--- config.mk ---
export PLATFORM = sky130hd
export DESIGN_NAME = buffer_ptr_ctrl
export DESIGN_NICKNAME = d
export VERILOG_FILES = /design/src/rtl/buffer_pkg.sv /design/src/rtl/buffer_ptr_ctrl_wrap_ptr.sv /design/src/rtl/buffer_ptr_ctrl.sv
export SDC_FILE = /design/constraint.sdc
export NUM_CORES = 1
export LEC_CHECK = 0
export ABC_AREA = 1
export BUFFER_PORTS_ARGS = -buffer_cell sky130_fd_sc_hd__buf_4
export CORE_AREA = 10 10 47 49
export CTS_BUF_LIST = sky130_fd_sc_hd__clkbuf_8 sky130_fd_sc_hd__clkbuf_16
export DETAILED_ROUTE_END_ITERATION = 16
export DIE_AREA = 0 0 57 59
export GPL_TIMING_DRIVEN = 0
export PLACE_DENSITY = 0.69
export SLEW_MARGIN = 20
export SYNTH_ARGS = -nofsm -noshare
export SYNTH_HDL_FRONTEND = slang
export SYNTH_SLANG_ARGS = --single-unit
--- constraint.sdc ---
create_clock -name clk -period 6.5 [get_ports clk]
set_input_delay 0.65 -clock clk [delete_from_list [all_inputs] [get_ports clk]]
set_output_delay 0.65 -clock clk [all_outputs]
set_load 0.05 [all_outputs]
--- src/rtl/buffer_pkg.sv ---
// Shared defaults and helpers for the K-in/J-out circular buffer pointer controller.
package buffer_pkg;

  localparam int BUF_SIZE = 16;
  localparam int BUF_K    = 4;
  localparam int BUF_J    = 4;

  // Per-cycle handshake outcome.
  typedef struct packed {
    logic push;
    logic pop;
  } xfer_t;

  // An occupancy counter must hold 0..SIZE inclusive.
  function automatic int cnt_width(input int size);
    return $clog2(size) + 1;
  endfunction

endpackage

--- src/rtl/buffer_ptr_ctrl_wrap_ptr.sv ---
// Circular address register that advances by STEP words and wraps by truncation.
module wrap_ptr #(
  parameter int BIT  = 4,
  parameter int STEP = 4
) (
  input  logic           clk,
  input  logic           rst,
  input  logic           clr,
  input  logic           adv,
  output logic [BIT-1:0] ptr
);

  // One extra bit so STEP == SIZE does not overflow before truncation.
  localparam logic [BIT:0] STEP_W = (BIT+1)'(STEP);

  logic [BIT:0] sum;

  assign sum = {1'b0, ptr} + STEP_W;

  always_ff @(posedge clk) begin
    if (!rst)     ptr <= '0;
    else if (clr) ptr <= '0;
    else if (adv) ptr <= sum[BIT-1:0];
  end

endmodule

--- src/rtl/buffer_ptr_ctrl.sv ---
// Pointer/occupancy controller: K-word pushes, J-word pops, full/empty status.
module buffer_ptr_ctrl
  import buffer_pkg::*;
#(
  parameter int SIZE = BUF_SIZE,
  parameter int K    = BUF_K,
  parameter int J    = BUF_J,
  parameter int BIT  = $clog2(SIZE)
) (
  input  logic         clk,
  input  logic         rst,
  input  logic         flush,
  input  logic         in_valid,
  output logic         in_ready,
  output logic         out_valid,
  input  logic         out_ready,
  output logic         ld,
  output logic [BIT-1:0] write_add,
  output logic [BIT-1:0] read_add,
  output logic [BIT:0] count,
  output logic         full,
  output logic         empty
);

  localparam int CW = cnt_width(SIZE);

  localparam logic [BIT+1:0] K_X    = (BIT+2)'(K);
  localparam logic [BIT+1:0] SIZE_X = (BIT+2)'(SIZE);
  localparam logic [CW-1:0]  K_C    = CW'(K);
  localparam logic [CW-1:0]  J_C    = CW'(J);
  localparam logic [CW-1:0]  SIZE_C = CW'(SIZE);

  logic [CW-1:0] cnt;
  logic [CW-1:0] add_k, sub_j;
  xfer_t         xf;

  // Readiness depends on registered occupancy only, never on the partner's handshake.
  assign in_ready  = ({{(BIT+2-CW){1'b0}}, cnt} + K_X) <= SIZE_X;
  assign out_valid = cnt >= J_C;

  assign xf.push = in_valid & in_ready;
  assign xf.pop  = out_valid & out_ready;
  assign ld      = xf.push;

  assign add_k = xf.push ? K_C : '0;
  assign sub_j = xf.pop  ? J_C : '0;

  always_ff @(posedge clk) begin
    if (!rst)       cnt <= '0;
    else if (flush) cnt <= '0;
    else            cnt <= cnt + add_k - sub_j;
  end

  wrap_ptr #(.BIT(BIT), .STEP(K)) u_wr_ptr (
    .clk (clk),
    .rst (rst),
    .clr (flush),
    .adv (xf.push),
    .ptr (write_add)
  );

  wrap_ptr #(.BIT(BIT), .STEP(J)) u_rd_ptr (
    .clk (clk),
    .rst (rst),
    .clr (flush),
    .adv (xf.pop),
    .ptr (read_add)
  );

  assign count = cnt;
  assign full  = cnt == SIZE_C;
  assign empty = cnt == '0;

endmodule

==> impl_results.md, run 1 <==
- Clock Latency Late Sink: 220 ps
- First-pass GRT wire length: 1.72 mm
- TritonCTS Buffers: 3
- CP required: 6610 ps
- Power share of the combinational group: 66.9%
- Post-route cell area: 663 sq um
- FFs w/ async S/R, synth: 0%
- Detail Placement HPWL: 860 um
- Initial Utilization: 32.8%
- Routed wire per std cell: 10.2 um
- H-tree depth: 1
- Clk pin slew, worst setup/hold paths: 40 ps
- CP arrival: 2320 ps
- Top cells by area, synth: dfxtp_1 31%, inv_1 12%, buf_4 9.8%, nand2_1 9.0%, fa_1 8.7%
- Clock power frac: 15.5%
- Tot Pwr: 0.378 mW
- First-pass detailed-route iteration total: 4
- Initial antenna violation count: 0
- Clk_skew: 1.82 ps
- R2r worst-path depth: 8
- Fraction of final layout cells sized beyond drive strength 1: 33.7%
- Lkg Pwr: 0.373 nW
- # DRC: 0
- Setup TNS: 0 ps
- Mean Syn Cell Area: 7.17 sq um
- Power per cell area: 570 nW/um^2
- Total grt overflow: 0
- Pin count of the biggest net entering global routing: 7
- Hold-fix buffers at CTS: 0
- Tcrit/Tclk final: 34.0%
- Max clock buf depth: 2
- Detail Route Antenna Nets: 0
- EDFF count, synth: 0
- Ys flop type: dfxtp_1
- Vias/cell: 4.03
- Gate Count Post-Synth: 64
- Sw frac: 55.0%
- Diode count: 0
- Synth Register Bits: 7
- CP endpoint kind: register
- Peak VDD IR: 0.312 mV
- Sequential cell area: 140 sq um
- Status: finished clean
- Post-cts sizing count: 0
- Setup crit start: count[3]
- Post-CTS setup-driven buffer insertion count: 0
- Vias in the first global route: 413
- Cell-internal power: 0.170 mW
- Area Overhead vs Synth: 44.4%
- CP Capture Point: count[4]
- Layout fillers: 151
- Class of the worst hold path: reg -> reg
- Final wirelength: 1.07 mm
- GPL Wtd Cong: 0.686
- Mapped Area: 459 sq um
- Dpl cell area: 618 sq um
- Die W: 57 um
- Placed insts: 101
- Site Rows: 14
- Die Y-Extent: 59 um
- Top-level I/O count: 23
- Post-synth top area share: 30.5%
- Post-layout util: 47.3%
- Reg-to-reg endpoint: count[4]
- Hold Fails Final Rpt: 0
- Core area: 1400 sq um
- Sequential share of power: 17.6%
- Die area: 3360 sq um
- CTS tree: built
- Unrepaired setup endpoints after global routing: false
- Final Max Tran Viols: 0
- Type of origin of the critical path: register
- CTS Root Cell: clkbuf_8
- Most numerous cell in the Yosys netlist: inv_1
- Gr usage total: 6.31%
- # Max-Cap Violations: 0
- Footprint of the multi-input gates: 233 sq um
- Clock sinks: 7
- CP Class: reg -> reg
- Reg2reg setup slack: 4290 ps
- Ys Warns: 0
- NumNets Final: 99
- Final setup viols: 0
- Fmax: 0.453 GHz
- Final Non-Filler Cells: 105
- Post-synthesis sequential area ratio: 30.5%
- Worst-path fanout max: 6
- Distinct cell type count after synthesis: 16
- Crit path time final: 2210 ps
- Worst r2r src: count[3]
- Synth cell count leaders: 15 x inv_1, 11 x nand2_1, 8 x nor2_1
- Via count: 423
- Net switching power: 0.208 mW
- Post-synth top area cell: dfxtp_1
- I/O Buffers: 16
- Drt initial violations: 6
-- cells by family after synthesis --
family | after synthesis | synth area share (%)
other | 1 | 0.817
buffers and inverters | 22 | 22.9
adder cells (fa/ha/maj) | 4 | 14.2
XOR/XNOR | 1 | 1.91
AO/OA/AOI/OAI | 1 | 1.09
flip-flops | 7 | 30.5
AND/OR/NAND/NOR | 28 | 28.6
-- per-layer routing --
layer  part of all wire [%]  global-route usage (%)
met1                     40                    5.93
met2                     52                    11.5
met3                    7.5                    2.79
met4                   0.75                    3.02
met5                      0                       0
-- stage by stage --
stage                     worst slack (ps)  hold WS (ps)
after floorplan                       3910           669
after global placement                4330           447
after detailed placement              4310           466
after CTS                             4260           473
after global routing                  4160           493
final                                 4290           467
-- cell usage in the layout, fill, tap and decap left out --
cell type / n
a21oi_1: 1
fa_1: 2
nand3_2: 2
buf_4: 22
nand2_2: 2
conb_1: 6
inv_1: 16
nor2_1: 8
nand2_1: 11
clkbuf_8: 3
ha_1: 2
xor2_1: 1
nand4_1: 2
inv_2: 1
nand3_1: 1
nor3_1: 2
dfxtp_1: 7
-- final cells by class --
class	count	area share [%]
buffer	6	6.79
clock buffer	3	6.23
clock inverter	1	0.566
inverter	16	9.06
multi-input combinational	40	35.1
sequential	7	21.1
tap	16	3.02
timing repair buffer	16	18.1
-- registers in the layout, indices dropped and copies added (netlist names) --
| name | count |
|---|---|
| count | 3 |
| u_rd_ptr.ptr | 2 |
| u_wr_ptr.ptr | 2 |
-- worst max-delay path, cell delays in order (launching register included) --
cell     delay, ps
dfxtp_1        350
ha_1           210
nand2_1        140
nand3_2        150
fa_1           560
inv_1           70
fa_1           400
xor2_1         160
nor2_1          50
-- power by group through the flow --
| stage | Sequential, mW | Combinational, mW | Clock (mW) |
|---|---|---|---|
| 2_1_floorplan | 0.0983 | 0.158 | 0 |
| 3_3_place_gp | 0.0673 | 0.249 | 0 |
| 3_5_place_dp | 0.0671 | 0.252 | 0 |
| 4_1_cts | 0.0666 | 0.257 | 0.0592 |
| 5_1_grt | 0.0685 | 0.273 | 0.0622 |
| 6_report | 0.0664 | 0.253 | 0.0586 |
-- worst min-delay path by stage --
stage / start / endpoint / slack [ps] / cells after the start
after global placement: u_wr_ptr.ptr[2] / u_wr_ptr.ptr[2] / 450 / 2
after detailed placement: u_wr_ptr.ptr[2] / u_wr_ptr.ptr[2] / 470 / 2
after floorplan: u_wr_ptr.ptr[2] / u_wr_ptr.ptr[2] / 670 / 2
after global routing: u_wr_ptr.ptr[2] / u_wr_ptr.ptr[2] / 490 / 2
after CTS: u_wr_ptr.ptr[2] / u_wr_ptr.ptr[2] / 470 / 2
final: u_wr_ptr.ptr[2] / u_wr_ptr.ptr[2] / 470 / 2
No activity file was read; power rests on OpenSTA's default activity.
==> inputs of run 2 (changes only) <==
--- a/config.mk
+++ b/config.mk
@@ -5,14 +5,14 @@
 export SDC_FILE = /design/constraint.sdc
 export NUM_CORES = 1
 export LEC_CHECK = 0
-export ABC_AREA = 1
+export ABC_AREA = 0
 export BUFFER_PORTS_ARGS = -buffer_cell sky130_fd_sc_hd__buf_4
 export CORE_AREA = 10 10 47 49
 export CTS_BUF_LIST = sky130_fd_sc_hd__clkbuf_8 sky130_fd_sc_hd__clkbuf_16
 export DETAILED_ROUTE_END_ITERATION = 16
 export DIE_AREA = 0 0 57 59
 export GPL_TIMING_DRIVEN = 0
-export PLACE_DENSITY = 0.69
+export PLACE_DENSITY = 0.71
 export SLEW_MARGIN = 20
 export SYNTH_ARGS = -nofsm -noshare
 export SYNTH_HDL_FRONTEND = slang
==> constraint.sdc (replaced) <==
create_clock -name clk -period 1.8 [get_ports clk]
set_input_delay 0.18 -clock clk [delete_from_list [all_inputs] [get_ports clk]]
set_output_delay 0.18 -clock clk [all_outputs]
set_load 0.05 [all_outputs]
==> run 2 against run 1 <==
  * The flow now finishes with violations (negative setup slack)
  * Core utilization rose by 7.2 points
  * Critical endpoint is now count[3]
  * Global-route usage rose by 0.39 points
  * Non-clock buffer count rose by 8
  * Final area rose by 15%
==> impl_results.md, run 2 <==
- Worst-path cell chain: ha_4 > a21bo_4 > nor2_4 > inv_2 > fa_1 > inv_2 > fa_2 > and2_1 (was ha_1 > nand2_1 > nand3_2 > fa_1 > inv_1 > fa_1 > xor2_1 > nor2_1)
- Clock sinks: 7 (unchanged)
- Most common cell after layout, fill and taps aside: buf_4 (unchanged)
- Class of the worst hold path: in -> reg (was reg -> reg)
- Pin count of the biggest net entering global routing: 9 (was 7)
- Fmax: 0.476 GHz (was 0.453 GHz)
- Peak VDD IR: 0.906 mV (was 0.312 mV)
- Core area: 1400 sq um (unchanged)
- Routed wire per std cell: 10.6 um (was 10.2 um)
- Synth Register Bits: 7 (unchanged)
- Type of origin of the critical path: register (unchanged)
- Die Y-Extent: 59 um (unchanged)
- EDFF count, synth: 0 (unchanged)
- Slowest stage delay, CP: 520 ps (was 560 ps)
- Status: complete, but fails checks (was finished clean)
- Hold-fix buffers at CTS: 0 (unchanged)
- Crit path time final: 2100 ps (was 2210 ps)
- Clk_skew: 0.860 ps (was 1.82 ps)
- # DRC: 0 (unchanged)
- I/O Buffers: 16 (unchanged)
- Drt initial violations: 1 (was 6)
- Ys Warns: 0 (unchanged)
- Mapped Area: 455 sq um (was 459 sq um)
- Initial antenna violation count: 0 (unchanged)
- CP max-delay cell: fa_2 (was fa_1)
- Ys flop type: dfxtp_1 (unchanged)
- Mean Syn Cell Area: 8.43 sq um (was 7.17 sq um)
- Top cells by area, synth: dfxtp_1 31%, buf_4 9.9%, fa_1 8.8%, inv_1 7.4%, ha_1 5.5% (was dfxtp_1 31%, inv_1 12%, buf_4 9.8%, nand2_1 9.0%, fa_1 8.7%)
- Worst path bufs/invs: 2 (was 1)
- Vias/cell: 4.27 (was 4.03)
- Distinct cell type count after synthesis: 23 (was 16)
- Placed insts: 91 (was 101)
- Post-layout util: 54.6% (was 47.3%)
- Die W: 57 um (unchanged)
- Unrepaired setup endpoints after global routing: true (was false)
- Total grt overflow: 0 (unchanged)
- Gr usage total: 6.70% (was 6.31%)
- Hold Fails Final Rpt: 0 (unchanged)
- CP top delay family: adder cells (unchanged)
- Fin Hold WS: 251 ps (was 467 ps)
- Diode count: 0 (unchanged)
- Final Non-Filler Cells: 103 (was 105)
- CP endpoint kind: register (unchanged)
- Number of flip-flops in the largest register: 3 (unchanged)
- CTS Root Cell: clkbuf_8 (unchanged)
- First-pass detailed-route iteration total: 2 (was 4)
- Most numerous cell in the Yosys netlist: inv_1 (unchanged)
- Max clock buf depth: 2 (unchanged)
- Initial Utilization: 32.5% (was 32.8%)
- CP Class: reg -> reg (unchanged)
- Detail Placement HPWL: 891 um (was 860 um)
- Die area: 3360 sq um (unchanged)
- Final setup viols: 2 (was 0)
- H-tree depth: 1 (unchanged)
- Detail Route Antenna Nets: 0 (unchanged)
- Clock Latency Late Sink: 220 ps (about the same)
- GPL Wtd Cong: 0.711 (was 0.686)
- Fraction of final layout cells sized beyond drive strength 1: 52.9% (was 33.7%)
- Worst-path fanout max: 4 (was 6)
- Place WS: -377 ps (was 4310 ps)
- Vias in the first global route: 465 (was 413)
- FFs w/ async S/R, synth: 0% (unchanged)
- First-pass GRT wire length: 1.86 mm (was 1.72 mm)
- Clk pin slew, worst setup/hold paths: 40 ps (about the same)
- TritonCTS Buffers: 3 (unchanged)
- Post-synthesis sequential area ratio: 30.8% (was 30.5%)
- Top-level I/O count: 23 (unchanged)
- NumNets Final: 97 (was 99)
- Final wirelength: 1.10 mm (was 1.07 mm)
- Post-synth top area cell: dfxtp_1 (unchanged)
- Tot Pwr: 1.62 mW (was 0.378 mW)
- Failing checks: negative setup slack
- Most frequent cells in the layout: 30 x buf_4, 7 x inv_1, 6 x conb_1, 4 x a21oi_1, 4 x dfxtp_1 (was 22 x buf_4, 16 x inv_1, 11 x nand2_1, 8 x nor2_1, 7 x dfxtp_1)
- Gate Count Post-Synth: 54 (was 64)
- CP arrival: 2260 ps (was 2320 ps)
- Final Max Tran Viols: 0 (unchanged)
- Setup WS post-layout: -300 ps (was 4290 ps)
- Power per cell area: 2120 nW/um^2 (was 570 nW/um^2)
- CP required: 1960 ps (was 6610 ps)
- # Max-Cap Violations: 0 (unchanged)
- Lkg Pwr: 0.378 nW (was 0.373 nW)
- Area Overhead vs Synth: 67.9% (was 44.4%)
- Via count: 440 (was 423)
- Post-synth top area share: 30.8% (was 30.5%)
- Synth cell count leaders: 9 x inv_1, 7 x dfxtp_1, 6 x buf_4 (was 15 x inv_1, 11 x nand2_1, 8 x nor2_1)
- Most used cell, CP: inv_2 (was fa_1)
- Site Rows: 14 (unchanged)
- CTS tree: built (unchanged)
- Tcrit/Tclk final: 117% (was 34.0%)
run 2: changes by cell type after synthesis, sizes merged, moves of 2 or more:
| cell | change |
|---|---|
| nor2 | -4 |
| nand3 | -3 |
| nand2b | +2 |
| a21oi | +3 |
| nand4 | -2 |
| inv | -7 |
| nor2b | +2 |
| o21ai | +2 |
| or3 | +2 |
| nand2 | -12 |
run 2: worst reg2reg max path, stage by stage, from the launching register on:
cell and delay [ps]:
dfxtp_4 350, ha_4 160, a21bo_4 220, nor2_4 90, inv_2 40, fa_1 500
inv_2 50, fa_2 520, and2_1 110
run 2: logic make-up after synthesis:
family                   count (synthesis)  share of synthesized area [%]
AND/OR/NAND/NOR                         16                           19.8
buffers and inverters                   15                           17.3
AO/OA/AOI/OAI                            9                           12.9
flip-flops                               7                           30.8
adder cells (fa/ha/maj)                  4                           14.3
other                                    1                          0.823
XOR/XNOR                                 1                           1.92
multiplexers                             1                           2.20
run 2: power by group:
group | internal [mW] | leakage [nW] | switching [mW]
sequential | 0.207 | 0.0589 | 0.0560
combinational | 0.455 | 0.293 | 0.688
clock | 0.147 | 0.0269 | 0.0655
run 2: final cells by class:
cell class	instances	area [sq um]
Fill cell	145	637
Multi-Input combinational cell	37	292
Timing Repair Buffer	24	180
Sequential cell	7	149
Buffer	6	45.0
Clock buffer	3	41.3
Inverter	9	33.8
Tap cell	16	20.0
Clock inverter	1	3.75
run 2: per-layer routing:
layer / global-route usage, % / vias up / part of all wire (%)
li1: - / 229 / -
met4: 4.03 / 0 / 0
met1: 6.53 / 196 / 40
met3: 3.00 / 0 / 10
met2: 11.5 / 15 / 49
met5: 0 / - / 0
run 2: through the flow:
step,setup TNS [ps],cell area [sq um]
detailed placement,-688,652
global route,-699,764
CTS,-533,757
global placement,-629,652
floorplan,-1170,512
finish,-558,764
run 2: path summary, 6_finish.rpt:
path                            slack (ps)               to       startpoint  depth (start not counted)
worst min register to register         470  u_wr_ptr.ptr[3]  u_wr_ptr.ptr[3]                          2
worst min-delay path                   250  u_wr_ptr.ptr[3]            flush                          4
worst max register to register        -300         count[3]         count[3]                          8
worst max-delay path                  -300         count[3]         count[3]                          8
run 2: what timing repair did:
action	CTS	global route
pin swaps	5	2
setup buffers	7	1
resized for setup	3	0
setup endpoints to repair	2	2
==> inputs of run 3 (changes only) <==
--- a/config.mk
+++ b/config.mk
@@ -12,7 +12,7 @@
 export DETAILED_ROUTE_END_ITERATION = 16
 export DIE_AREA = 0 0 57 59
 export GPL_TIMING_DRIVEN = 0
-export PLACE_DENSITY = 0.71
+export PLACE_DENSITY = 0.69
 export SLEW_MARGIN = 20
 export SYNTH_ARGS = -nofsm -noshare
 export SYNTH_HDL_FRONTEND = slang
==> constraint.sdc (replaced) <==
create_clock -name clk -period 2.5 [get_ports clk]
set_input_delay 0.25 -clock clk [delete_from_list [all_inputs] [get_ports clk]]
set_output_delay 0.25 -clock clk [all_outputs]
set_load 0.05 [all_outputs]
==> run 3 against run 2 <==
  * The flow now finishes without violations
  * Clock skew up 0.84 ps
  * Cell count down 7.8%
  * Count of clock-buffer cells in the layout unchanged
  * Routed wire length down 3.7%
  * Sequential power down 27%
  * Die area unchanged
==> impl_results.md, run 3 (synthesis gave the netlist of run 2 again) <==
- Die area: 3360 sq um (unchanged)
- Tcrit/Tclk final: 89.8% (was 117%)
- Clk_skew: 1.70 ps (was 0.860 ps)
- Die Y-Extent: 59 um (unchanged)
- Most common cell after layout, fill and taps aside: buf_4 (unchanged)
- NumNets Final: 89 (was 97)
- Post-CTS setup-driven buffer insertion count: 0 (was 7)
- Type of origin of the critical path: register (unchanged)
- Most used cell, CP: fa_1 (was inv_2)
- Power per cell area: 1460 nW/um^2 (was 2120 nW/um^2)
- Detail Route Antenna Nets: 0 (unchanged)
- Initial antenna violation count: 0 (unchanged)
- Number of flip-flops in the largest register: 3 (unchanged)
- Status: finished clean (was complete, but fails checks)
- Post-layout util: 49.1% (was 54.6%)
- Top-level I/O count: 23 (unchanged)
- Gr usage total: 6.75% (was 6.70%)
- Worst-path fanout max: 6 (was 4)
- CP required: 2610 ps (was 1960 ps)
- Dpl cell area: 643 sq um (was 652 sq um)
- Drt initial violations: 2 (was 1)
- Total grt overflow: 0 (unchanged)
- I/O Buffers: 16 (unchanged)
- CP endpoint kind: register (unchanged)
- CTS tree: built (unchanged)
- Post-cts sizing count: 0 (was 3)
- Routed wire per std cell: 11.1 um (was 10.6 um)
- # DRC: 0 (unchanged)
- Hold_sp: flush (unchanged)
- First-pass detailed-route iteration total: 2 (unchanged)
- Diode count: 0 (unchanged)
- Setup TNS: 0 ps (was -558 ps)
- Final Non-Filler Cells: 95 (was 103)
- H-tree depth: 1 (unchanged)
- WHS Path Cells: 4 (unchanged)
- Worst-path cell chain: ha_4 > a21bo_2 > nor2_4 > inv_2 > fa_1 > inv_1 > fa_1 > xor2_1 > nor2_1 (was ha_4 > a21bo_4 > nor2_4 > inv_2 > fa_1 > inv_2 > fa_2 > and2_1)
- First-pass GRT wire length: 1.80 mm (was 1.86 mm)
- R2r worst-path depth: 9 (was 8)
- Fraction of final layout cells sized beyond drive strength 1: 43.0% (was 52.9%)
- CP Class: reg -> reg (unchanged)
- Most frequent cells in the layout: 22 x buf_4, 9 x inv_1, 6 x conb_1, 4 x a21oi_1, 4 x dfxtp_1 (was 30 x buf_4, 7 x inv_1, 6 x conb_1, 4 x a21oi_1, 4 x dfxtp_1)
- Worst r2r src: count[3] (unchanged)
- Hold-fix buffers at CTS: 0 (unchanged)
- Slowest stage delay, CP: 530 ps (was 520 ps)
- CP arrival: 2350 ps (was 2260 ps)
- Via count: 407 (was 440)
- Setup crit start: count[3] (unchanged)
- Hold Fails Final Rpt: 0 (unchanged)
- Clock Latency Late Sink: 230 ps (was 220 ps)
- GPL Wtd Cong: 0.717 (was 0.711)
- Max clock buf depth: 2 (unchanged)
- Peak VDD IR: 0.836 mV (was 0.906 mV)
- Vias in the first global route: 438 (was 465)
- TritonCTS Buffers: 3 (unchanged)
- Final setup viols: 0 (was 2)
- Placed insts: 91 (unchanged)
- Pin count of the biggest net entering global routing: 9 (unchanged)
- Unrepaired setup endpoints after global routing: false (was true)
- Final Max Tran Viols: 0 (unchanged)
- Crit path time final: 2240 ps (was 2100 ps)
- Vias/cell: 4.28 (was 4.27)
- Die W: 57 um (unchanged)
- Clk pin slew, worst setup/hold paths: 40 ps (about the same)
- CP max-delay cell: fa_1 (was fa_2)
- Detail Placement HPWL: 902 um (was 891 um)
- Lkg Pwr: 0.332 nW (was 0.378 nW)
- # Max-Cap Violations: 0 (unchanged)
- Site Rows: 14 (unchanged)
- Core area: 1400 sq um (unchanged)
- Final wirelength: 1.05 mm (was 1.10 mm)
- Post-route cell area: 688 sq um (was 764 sq um)
- Fmax: 0.446 GHz (was 0.476 GHz)
- Layout fillers: 146 (was 145)
- Class of the worst hold path: in -> reg (unchanged)
- CTS Root Cell: clkbuf_8 (unchanged)
- Area Overhead vs Synth: 51.1% (was 67.9%)
- Clock sinks: 7 (unchanged)
- Initial Utilization: 32.5% (unchanged)
-- run 3: cell types whose count changed in the layout (fill, tap and decap cells not counted), sizes merged --
cell  previous run  this run
buf             30        22
-- run 3: final cells by class --
| type | count | area (sq um) | area share [%] |
|---|---|---|---|
| sequential | 7 | 149 | 21.6 |
| timing repair buffer | 16 | 120 | 17.5 |
| buffer | 6 | 45.0 | 6.55 |
| inverter | 9 | 33.8 | 4.91 |
| clock inverter | 1 | 3.75 | 0.545 |
| tap | 16 | 20.0 | 2.91 |
| multi-input combinational | 37 | 275 | 40.0 |
| clock buffer | 3 | 41.3 | 6.00 |
-- run 3: metrics by stage --
stage / power, mW / worst slack, ps / hold slack [ps]
6_report: 1.01 / 256 / 350
5_1_grt: 1.09 / 145 / 353
4_1_cts: 1.03 / 233 / 355
3_5_place_dp: 0.865 / 241 / 477
3_3_place_gp: 0.843 / 270 / 459
2_1_floorplan: 0.684 / 21.6 / 446
-- run 3: worst paths after layout --
| kind | end | slack, ps |
|---|---|---|
| worst max-delay path | count[4] | 260 |
| worst min-delay path | u_wr_ptr.ptr[3] | 350 |
| worst max register to register | count[4] | 260 |
| worst min register to register | u_rd_ptr.ptr[3] | 480 |
-- run 3: where the power goes --
part           internal (mW)  switching (mW)  leakage [nW]
Clock                  0.106          0.0482        0.0269
Combinational          0.209           0.451         0.246
Sequential             0.149          0.0429        0.0589
-- run 3: routing by layer --
metal	vias to the layer above	wire length (um)	global-route usage, %	part of all wire [%]
met5	-	0	0	0
met3	0	129	5.36	12
met4	0	0	4.03	0
li1	211	-	-	-
met2	17	527	11.5	50
met1	179	397	5.34	38
-- run 3: critical path, delay by kind of cell (launching register included) --
| kind | cells | cell delay (ps) |
|---|---|---|
| adder cells (fa/ha/maj) | 3 | 1090 |
| flip-flops | 1 | 360 |
| AO/OA/AOI/OAI | 1 | 240 |
| AND/OR/NAND/NOR | 2 | 170 |
| XOR/XNOR | 1 | 150 |
| buffers and inverters | 2 | 110 |
